===== src/rtl/rescale_stream_pkg.sv =====
// Shared widths, rounding/numerator constants and state encoding for the min-max rescaler.
package rescale_stream_pkg;
   localparam int unsigned NB_PIXEL = 19;
   localparam int unsigned NB_OUT   = 8;
   localparam int unsigned NEW_MAX  = 255;
   localparam int unsigned NEW_MIN  = 0;
   localparam int unsigned NB_FRAC  = 16;
   localparam int unsigned NB_SCALE = NB_OUT + NB_FRAC;
   localparam int unsigned NB_RANGE = NB_PIXEL + 1;
   localparam int unsigned NB_PROD  = NB_RANGE + NB_SCALE;
   localparam int unsigned HALF     = 1 << (NB_FRAC - 1);
   localparam int unsigned NUM      = (NEW_MAX - NEW_MIN) << NB_FRAC;

   typedef enum logic [1:0] {
      ACC = 2'd0,
      DIV = 2'd1,
      RUN = 2'd2
   } state_t;
endpackage


===== src/rtl/seq_divider.sv =====
// Unsigned restoring divider, one quotient bit per cycle; a zero divisor yields a zero quotient.
module seq_divider #(
   parameter int unsigned NB_NUM = 24,
   parameter int unsigned NB_DEN = 20
) (
   input  logic              clk,
   input  logic              rst_n,
   input  logic              start,
   input  logic [NB_NUM-1:0] num,
   input  logic [NB_DEN-1:0] den,
   output logic              busy,
   output logic              done,
   output logic [NB_NUM-1:0] quot
);
   localparam int unsigned NB_CNT = $clog2(NB_NUM + 1);

   logic [NB_NUM-1:0] dvd_q;
   logic [NB_DEN-1:0] den_q;
   logic [NB_DEN-1:0] rem_q;
   logic [NB_CNT-1:0] cnt_q;
   logic              zero_q;
   logic [NB_DEN:0]   trial_c;
   logic [NB_DEN-1:0] diff_c;
   logic              ge_c;

   // The remainder stays below the divisor, so the difference fits without its top bit
   always_comb begin
      trial_c = {rem_q, dvd_q[NB_NUM-1]};
      ge_c    = (trial_c >= {1'b0, den_q});
      diff_c  = trial_c[NB_DEN-1:0] - den_q;
   end

   always_ff @(posedge clk or negedge rst_n) begin
      if (!rst_n) begin
         dvd_q  <= '0;
         den_q  <= '0;
         rem_q  <= '0;
         cnt_q  <= '0;
         zero_q <= 1'b0;
         busy   <= 1'b0;
         done   <= 1'b0;
         quot   <= '0;
      end else begin
         done <= 1'b0;
         if (start) begin
            dvd_q  <= num;
            den_q  <= den;
            rem_q  <= '0;
            cnt_q  <= NB_CNT'(NB_NUM);
            zero_q <= (den == '0);
            busy   <= 1'b1;
            quot   <= '0;
         end else if (busy) begin
            dvd_q <= dvd_q << 1;
            rem_q <= ge_c ? diff_c : trial_c[NB_DEN-1:0];
            cnt_q <= cnt_q - NB_CNT'(1);
            if (cnt_q == NB_CNT'(1)) begin
               busy <= 1'b0;
               done <= 1'b1;
               quot <= zero_q ? '0 : {quot[NB_NUM-2:0], ge_c};
            end else begin
               quot <= {quot[NB_NUM-2:0], ge_c};
            end
         end
      end
   end
endmodule


===== src/rtl/rescale_stream.sv =====
// Two-pass min-max contrast rescaler: track frame extremes, divide for a scale, then map pixels.
module rescale_stream
   import rescale_stream_pkg::*;
(
   input  logic                       i_clock,
   input  logic                       i_reset,
   input  logic                       i_valid,
   input  logic signed [NB_PIXEL-1:0] i_pixel,
   input  logic                       i_endSignal,
   output logic                       o_ready,
   output logic                       o_valid,
   output logic [NB_OUT-1:0]          o_pixel,
   output logic signed [NB_PIXEL-1:0] o_maxByte,
   output logic signed [NB_PIXEL-1:0] o_minByte,
   output logic                       o_done
);
   localparam int unsigned NB_RND = NB_PROD + 1;
   localparam logic signed [NB_PIXEL-1:0] PIX_MAX = {1'b0, {(NB_PIXEL-1){1'b1}}};
   localparam logic signed [NB_PIXEL-1:0] PIX_MIN = {1'b1, {(NB_PIXEL-1){1'b0}}};

   state_t                      state_q, state_d;
   logic signed [NB_PIXEL-1:0]  run_min_q, run_min_d, run_max_q, run_max_d;
   logic signed [NB_PIXEL-1:0]  min_byte_d, max_byte_d;
   logic                        seen_q, seen_d;
   logic                        ready_d;
   logic [NB_SCALE-1:0]         scale_q, scale_d;
   logic [NB_RANGE-1:0]         range_c;
   logic                        div_start_c, div_busy, div_done;
   logic [NB_SCALE-1:0]         div_quot;

   logic                        v1_q, d1_q, v2_q, d2_q;
   logic [NB_RANGE-1:0]         diff_c, diff1_q;
   logic [NB_PROD-1:0]          prod2_q;
   logic [NB_RND-1:0]           rnd_c;
   logic [NB_OUT-1:0]           pix_c;

   // Next-state logic; a pixel coincident with the end pulse is folded in before latching
   always_comb begin
      state_d     = state_q;
      run_min_d   = run_min_q;
      run_max_d   = run_max_q;
      seen_d      = seen_q;
      min_byte_d  = o_minByte;
      max_byte_d  = o_maxByte;
      scale_d     = scale_q;
      div_start_c = 1'b0;
      unique case (state_q)
         ACC: begin
            if (i_valid && o_ready) begin
               if (i_pixel < run_min_q) run_min_d = i_pixel;
               if (i_pixel > run_max_q) run_max_d = i_pixel;
               seen_d = 1'b1;
            end
            if (i_endSignal && o_ready && !div_busy) begin
               min_byte_d  = seen_d ? run_min_d : '0;
               max_byte_d  = seen_d ? run_max_d : '0;
               div_start_c = 1'b1;
               state_d     = DIV;
            end
         end
         DIV: begin
            if (div_done) begin
               scale_d = div_quot;
               state_d = RUN;
            end
         end
         RUN: begin
            if (i_endSignal) begin
               state_d   = ACC;
               run_min_d = PIX_MAX;
               run_max_d = PIX_MIN;
               seen_d    = 1'b0;
            end
         end
         default: state_d = ACC;
      endcase
      ready_d = (state_d != DIV);
      range_c = {max_byte_d[NB_PIXEL-1], max_byte_d} - {min_byte_d[NB_PIXEL-1], min_byte_d};
   end

   always_ff @(posedge i_clock or negedge i_reset) begin
      if (!i_reset) begin
         state_q   <= ACC;
         run_min_q <= PIX_MAX;
         run_max_q <= PIX_MIN;
         seen_q    <= 1'b0;
         scale_q   <= '0;
         o_ready   <= 1'b0;
         o_minByte <= '0;
         o_maxByte <= '0;
      end else begin
         state_q   <= state_d;
         run_min_q <= run_min_d;
         run_max_q <= run_max_d;
         seen_q    <= seen_d;
         scale_q   <= scale_d;
         o_ready   <= ready_d;
         o_minByte <= min_byte_d;
         o_maxByte <= max_byte_d;
      end
   end

   seq_divider #(
      .NB_NUM (NB_SCALE),
      .NB_DEN (NB_RANGE)
   ) u_div (
      .clk   (i_clock),
      .rst_n (i_reset),
      .start (div_start_c),
      .num   (NB_SCALE'(NUM)),
      .den   (range_c),
      .busy  (div_busy),
      .done  (div_done),
      .quot  (div_quot)
   );

   // Pipeline datapath: clamp below-min pixels, round the fixed-point product, saturate
   always_comb begin
      diff_c = {i_pixel[NB_PIXEL-1], i_pixel} - {o_minByte[NB_PIXEL-1], o_minByte};
      if (diff_c[NB_RANGE-1]) diff_c = '0;
      rnd_c = (NB_RND'(prod2_q) + NB_RND'(HALF)) >> NB_FRAC;
      rnd_c = rnd_c + NB_RND'(NEW_MIN);
      pix_c = (rnd_c > NB_RND'(NEW_MAX)) ? NB_OUT'(NEW_MAX) : rnd_c[NB_OUT-1:0];
   end

   always_ff @(posedge i_clock or negedge i_reset) begin
      if (!i_reset) begin
         v1_q    <= 1'b0;
         d1_q    <= 1'b0;
         diff1_q <= '0;
         v2_q    <= 1'b0;
         d2_q    <= 1'b0;
         prod2_q <= '0;
         o_valid <= 1'b0;
         o_done  <= 1'b0;
         o_pixel <= '0;
      end else begin
         v1_q    <= (state_q == RUN) && i_valid;
         d1_q    <= (state_q == RUN) && i_endSignal;
         v2_q    <= v1_q;
         d2_q    <= d1_q;
         o_valid <= v2_q;
         o_done  <= d2_q;
         if ((state_q == RUN) && i_valid) diff1_q <= diff_c;
         if (v1_q) prod2_q <= NB_PROD'(diff1_q) * NB_PROD'(scale_q);
         if (v2_q) o_pixel <= pix_c;
      end
   end
endmodule

===== config.mk =====
export PLATFORM = sky130hd
export DESIGN_NAME = rescale_stream
export DESIGN_NICKNAME = d
export VERILOG_FILES = /design/src/rtl/rescale_stream_pkg.sv /design/src/rtl/seq_divider.sv /design/src/rtl/rescale_stream.sv
export SDC_FILE = /design/constraint.sdc
export NUM_CORES = 2
export LEC_CHECK = 0
export BUFFER_PORTS_ARGS = -buffer_cell sky130_fd_sc_hd__buf_2
export CAP_MARGIN = 20
export CORE_ASPECT_RATIO = 1.1
export CORE_MARGIN = 8
export CORE_UTILIZATION = 45
export DETAILED_ROUTE_END_ITERATION = 12
export GPL_ROUTABILITY_DRIVEN = 0
export HOLD_SLACK_MARGIN = 0.1
export PLACE_DENSITY = 0.66
export SKIP_CTS_REPAIR_TIMING = 1
export SLEW_MARGIN = 10
export SYNTH_ARGS = -nofsm -noshare
export SYNTH_HDL_FRONTEND = slang
export SYNTH_SLANG_ARGS = --single-unit

===== constraint.sdc =====
create_clock -name i_clock -period 18.1 [get_ports i_clock]
set_input_delay 4.525 -clock i_clock [delete_from_list [all_inputs] [get_ports i_clock]]
set_output_delay 4.525 -clock i_clock [all_outputs]
set_load 0.1 [all_outputs]

==> implementation parameters <==
Parameter                              Value

Timing
  Tightest Pin Transition    about 1100 ps
  Post-route fraction of the period consumed by the critical path    50.9%
  Worst clock skew    roughly 28 ps
  Max-slew violation count    0
  Smallest hold slack    348 ps
  Final setup viols    0
  Min Tclk post-route    9210 ps
  Total negative setup slack    0 ps
  Normalized max-slew margin    approximately 29%
  Setup repair after global routing missed its margin    false
  FMAX    roughly 110 MHz
  Number of hold-slack violations in the final timing report    0

Finish
  Area added between synthesis and finish    7.56%
  Most common library cell in the layout ignoring fill and taps    inv_1
  Final-layout fill cell count    about 6.0k
  Nets    between 3k and 4k
  Share of cells above drive strength 1    approximately 7.8%
  Most used cells in the layout excluding fill and tap cells    inv_1, fa_1, nand2_1
  Antenna Cells    0
  Area of all placed cells without fillers    31,200 sq um

Route
  Antenna-violating nets left    0
  Via count normalized by instance count    5.45
  Wire length reported by the detailed router    between 70,000 and 80,000 um
  Wire length per cell    ~18 um
  Pre-antenna DRT Iters    7
  Detailed-route via count    about 22k
  Count of routing violations after the opening detailed-route iteration    approximately 1.2k
  DRC violation count after routing    0

GRT
  Sum of overflow across all layers after global routing    0
  Global routing met3 resource utilization    2.50%
  First-pass GRT wire length    around 120,000 um
  Met1 demand-to-capacity share in global routing    a little over a quarter
  Met2 track demand over resource    between 30 and 40%
  Global router's overall resource usage    around a fifth
  Maximum number of pins on one net before global-route repair    between 90 and 100
  Number of global-route vias before repair    approximately 22k
  Initial antenna violation count    0
  GR peak layer    met2

Worst setup path
  Category of cells accounting for the largest share of critical-path delay    compound AO/OA/AOI/OAI gates
  Critical Path Fanout Max    11
  Biggest cell delay along the critical path    around 560 ps
  Critical path data required time    18,620 ps
  Worst Path Arrival    slightly below 10,000 ps
  Cell with the largest stage delay on the worst path    o21ai_2
  Most frequent cell on the critical path    a21o_1
  Worst flop-to-flop path startpoint    scale_q[6]
  Cells traversed along the worst timing path    buf_2 > ha_1 > a21o_1 > a21o_1 > a21o_1 > a21oi_1 > o21a_1 > a21oi_1 > o21ai_2 > buf_4 > mux2i_1 > o21a_1 > ha_1 > inv_1 > fa_1 > a21o_1 > a21oi_1 > o211ai_1 > a211oi_1 > xor2_1 > nand4_1 > and4bb_1 > o2111ai_1 > o21ai_1
  Kind of capture point of the worst setup path    flip-flop
  Bufs and invs on worst path    3
  Startpoint kind of the worst setup timing path    input pin
  Start point of the critical path    i_pixel[12]
  Critical path class    input pin to flip-flop

Power
  Leakage power    between 15 and 20 nW
  Power density normalized to cell area    127 nW/um^2
  Worst vdd rail ir drop    0.254 mV
  PnR Total Power    3.97 mW

Synth
  Number of distinct standard cells referenced by the synthesized netlist    87
  Portion of the post-synthesis area used by sequential elements    between 20% and 30%
  Cell area after synthesis    ~29,000 sq um
  Synthesized area divided by synthesized cell count    a little over 9 sq um
  Number of synthesized register bits    246
  Count of synthesis-stage warnings from yosys    0
  Commonest register cell after synthesis    dfrtp_1
  EDFF count, synth    0
  Synthesized netlist cell count    3,114
  Net count of the mapped netlist    3,779
  Share of flip-flops with an asynchronous set or reset after synthesis    100%

Flow run
  Max Cap Violations    0

Clock network
  H-tree depth    1
  Clock-pin slew of the registers on the worst-case setup and hold paths    60 ps
  Deepest clock path buffer count    3
  Clock Sink Count    246
  Insertion delay to the later sink of the worst-skew pair    590 ps
  Clock tree from TritonCTS    done
  Number of buffers inserted during clock tree synthesis    30
  Root buf cell    clkbuf_16

Die
  Die boundary height    282 um
  Total I/O pin count    72
  Area enclosed by the die boundary    roughly 73,000 sq um
  Starting density of the core    between 40% and 50%
  Number of rows created at floorplan    97
  Die Span X    258 um
  Area of the core    between 60,000 and 70,000 sq um

Min path
  Worst hold path startpoint    d1_q
  Class of the tightest hold or removal check    flip-flop to flip-flop

Placement
  # port buffers    71
  Detail Placement HPWL    about 56,000 um
  Placed standard-cell area    roughly 30,000 sq um

Run status
  Run status    completed
-- routing by layer --
metal	part of all wire (%)	wire [um]	vias to the layer above
met5	0	0	-
met4	2.5	1800	0
met3	5.5	3960	132
met2	47	34300	580
met1	45	32100	10908
li1	-	-	10042
-- worst paths after layout --
path,cells past startpoint,slack (ps),endpoint
max,24,8890,u_div.zero_q
min,0,350,d2_q
max reg2reg,23,10670,prod2_q[38]
min reg2reg,0,350,d2_q
max in group asynchronous,2,12630,run_max_q[12]
min in group asynchronous,1,3980,prod2_q[43]
-- per-stage QoR --
| step | setup WS [ps] | utilization [%] | std cells |
|---|---|---|---|
| global route | 8520 | 48.9 | 3974 |
| finish | 8890 | 48.9 | 3974 |
| global placement | 8410 | 47.2 | 3915 |
| CTS | 8940 | 48.8 | 3969 |
| detailed placement | 8350 | 47.2 | 3915 |
| floorplan | 9430 | - | 3114 |
-- cell families (layout without fill, tap and decap cells) --
kind of cell    after synthesis  in the layout  synth area share [%]
mux                          83             83                  3.03
compound gates              473            473                  11.4
xor+xnor                     69             69                  2.09
flops                       246            246                  21.3
buf+inv                     681            700                  8.98
simple gates                920            920                  15.8
fa+ha+maj                   642            642                  37.4
-- where the power goes --
part	internal [mW]	switching, mW
Combinational	0.845	1.51
Clock	0.359	0.246
Sequential	0.753	0.258
-- registers in the layout (all words and copies together), names as in the netlist, 2 cells and up --
signal / flops
run_min_q: 19
run_max_q: 19
scale_q: 24
state_q: 2
diff1_q: 19
u_div.quot: 24
u_div.rem_q: 20
u_div.dvd_q: 8
u_div.cnt_q: 5
prod2_q: 29
u_div.den_q: 20
o_minByte: 19
o_maxByte: 19
o_pixel: 8
-- cells in the mapped netlist (all sizes together) (7+ instances only) --
cell type | n | share of area (%)
a211oi | 16 | 0.45
a21boi | 7 | 0.18
a21o | 44 | 1.1
a21oi | 72 | 1.3
a22o | 59 | 1.8
a22oi | 10 | 0.26
and2 | 266 | 5.7
and3 | 10 | 0.22
buf | 18 | 0.39
clkbuf | 123 | 1.6
dfrtp | 227 | 20
dfstp | 19 | 1.7
fa | 373 | 26
ha | 269 | 12
inv | 537 | 7.0
mux2 | 37 | 1.4
mux2i | 46 | 1.6
nand2 | 359 | 4.6
nand2b | 10 | 0.22
nand3 | 49 | 0.85
nand4 | 21 | 0.45
nor2 | 98 | 1.3
nor2b | 14 | 0.30
nor3 | 37 | 0.64
nor3b | 7 | 0.18
o211ai | 22 | 0.57
o21a | 36 | 0.93
o21ai | 112 | 1.9
o221ai | 12 | 0.36
o31ai | 14 | 0.36
or3 | 16 | 0.36
xnor2 | 39 | 1.2
xor2 | 30 | 0.91
-- layout make-up --
type | count | area, sq um | area share, %
flip-flops and latches | 246 | 6180 | 19.8
clock buffers | 43 | 860 | 2.76
well taps | 841 | 1050 | 3.38
repair buffers | 106 | 662 | 2.12
multi-input cells | 2187 | 20300 | 65.0
clock inverters | 11 | 145 | 0.466
inverters | 540 | 2030 | 6.50
-- worst register-to-register path: cells and delay by family (launching register included) --
kind,cells,cell delay [ps]
simple gates,2,490
compound gates,8,1830
fa+ha+maj,8,3750
flops,1,1020
buf+inv,5,250
Power figures use the tool's default switching activity.
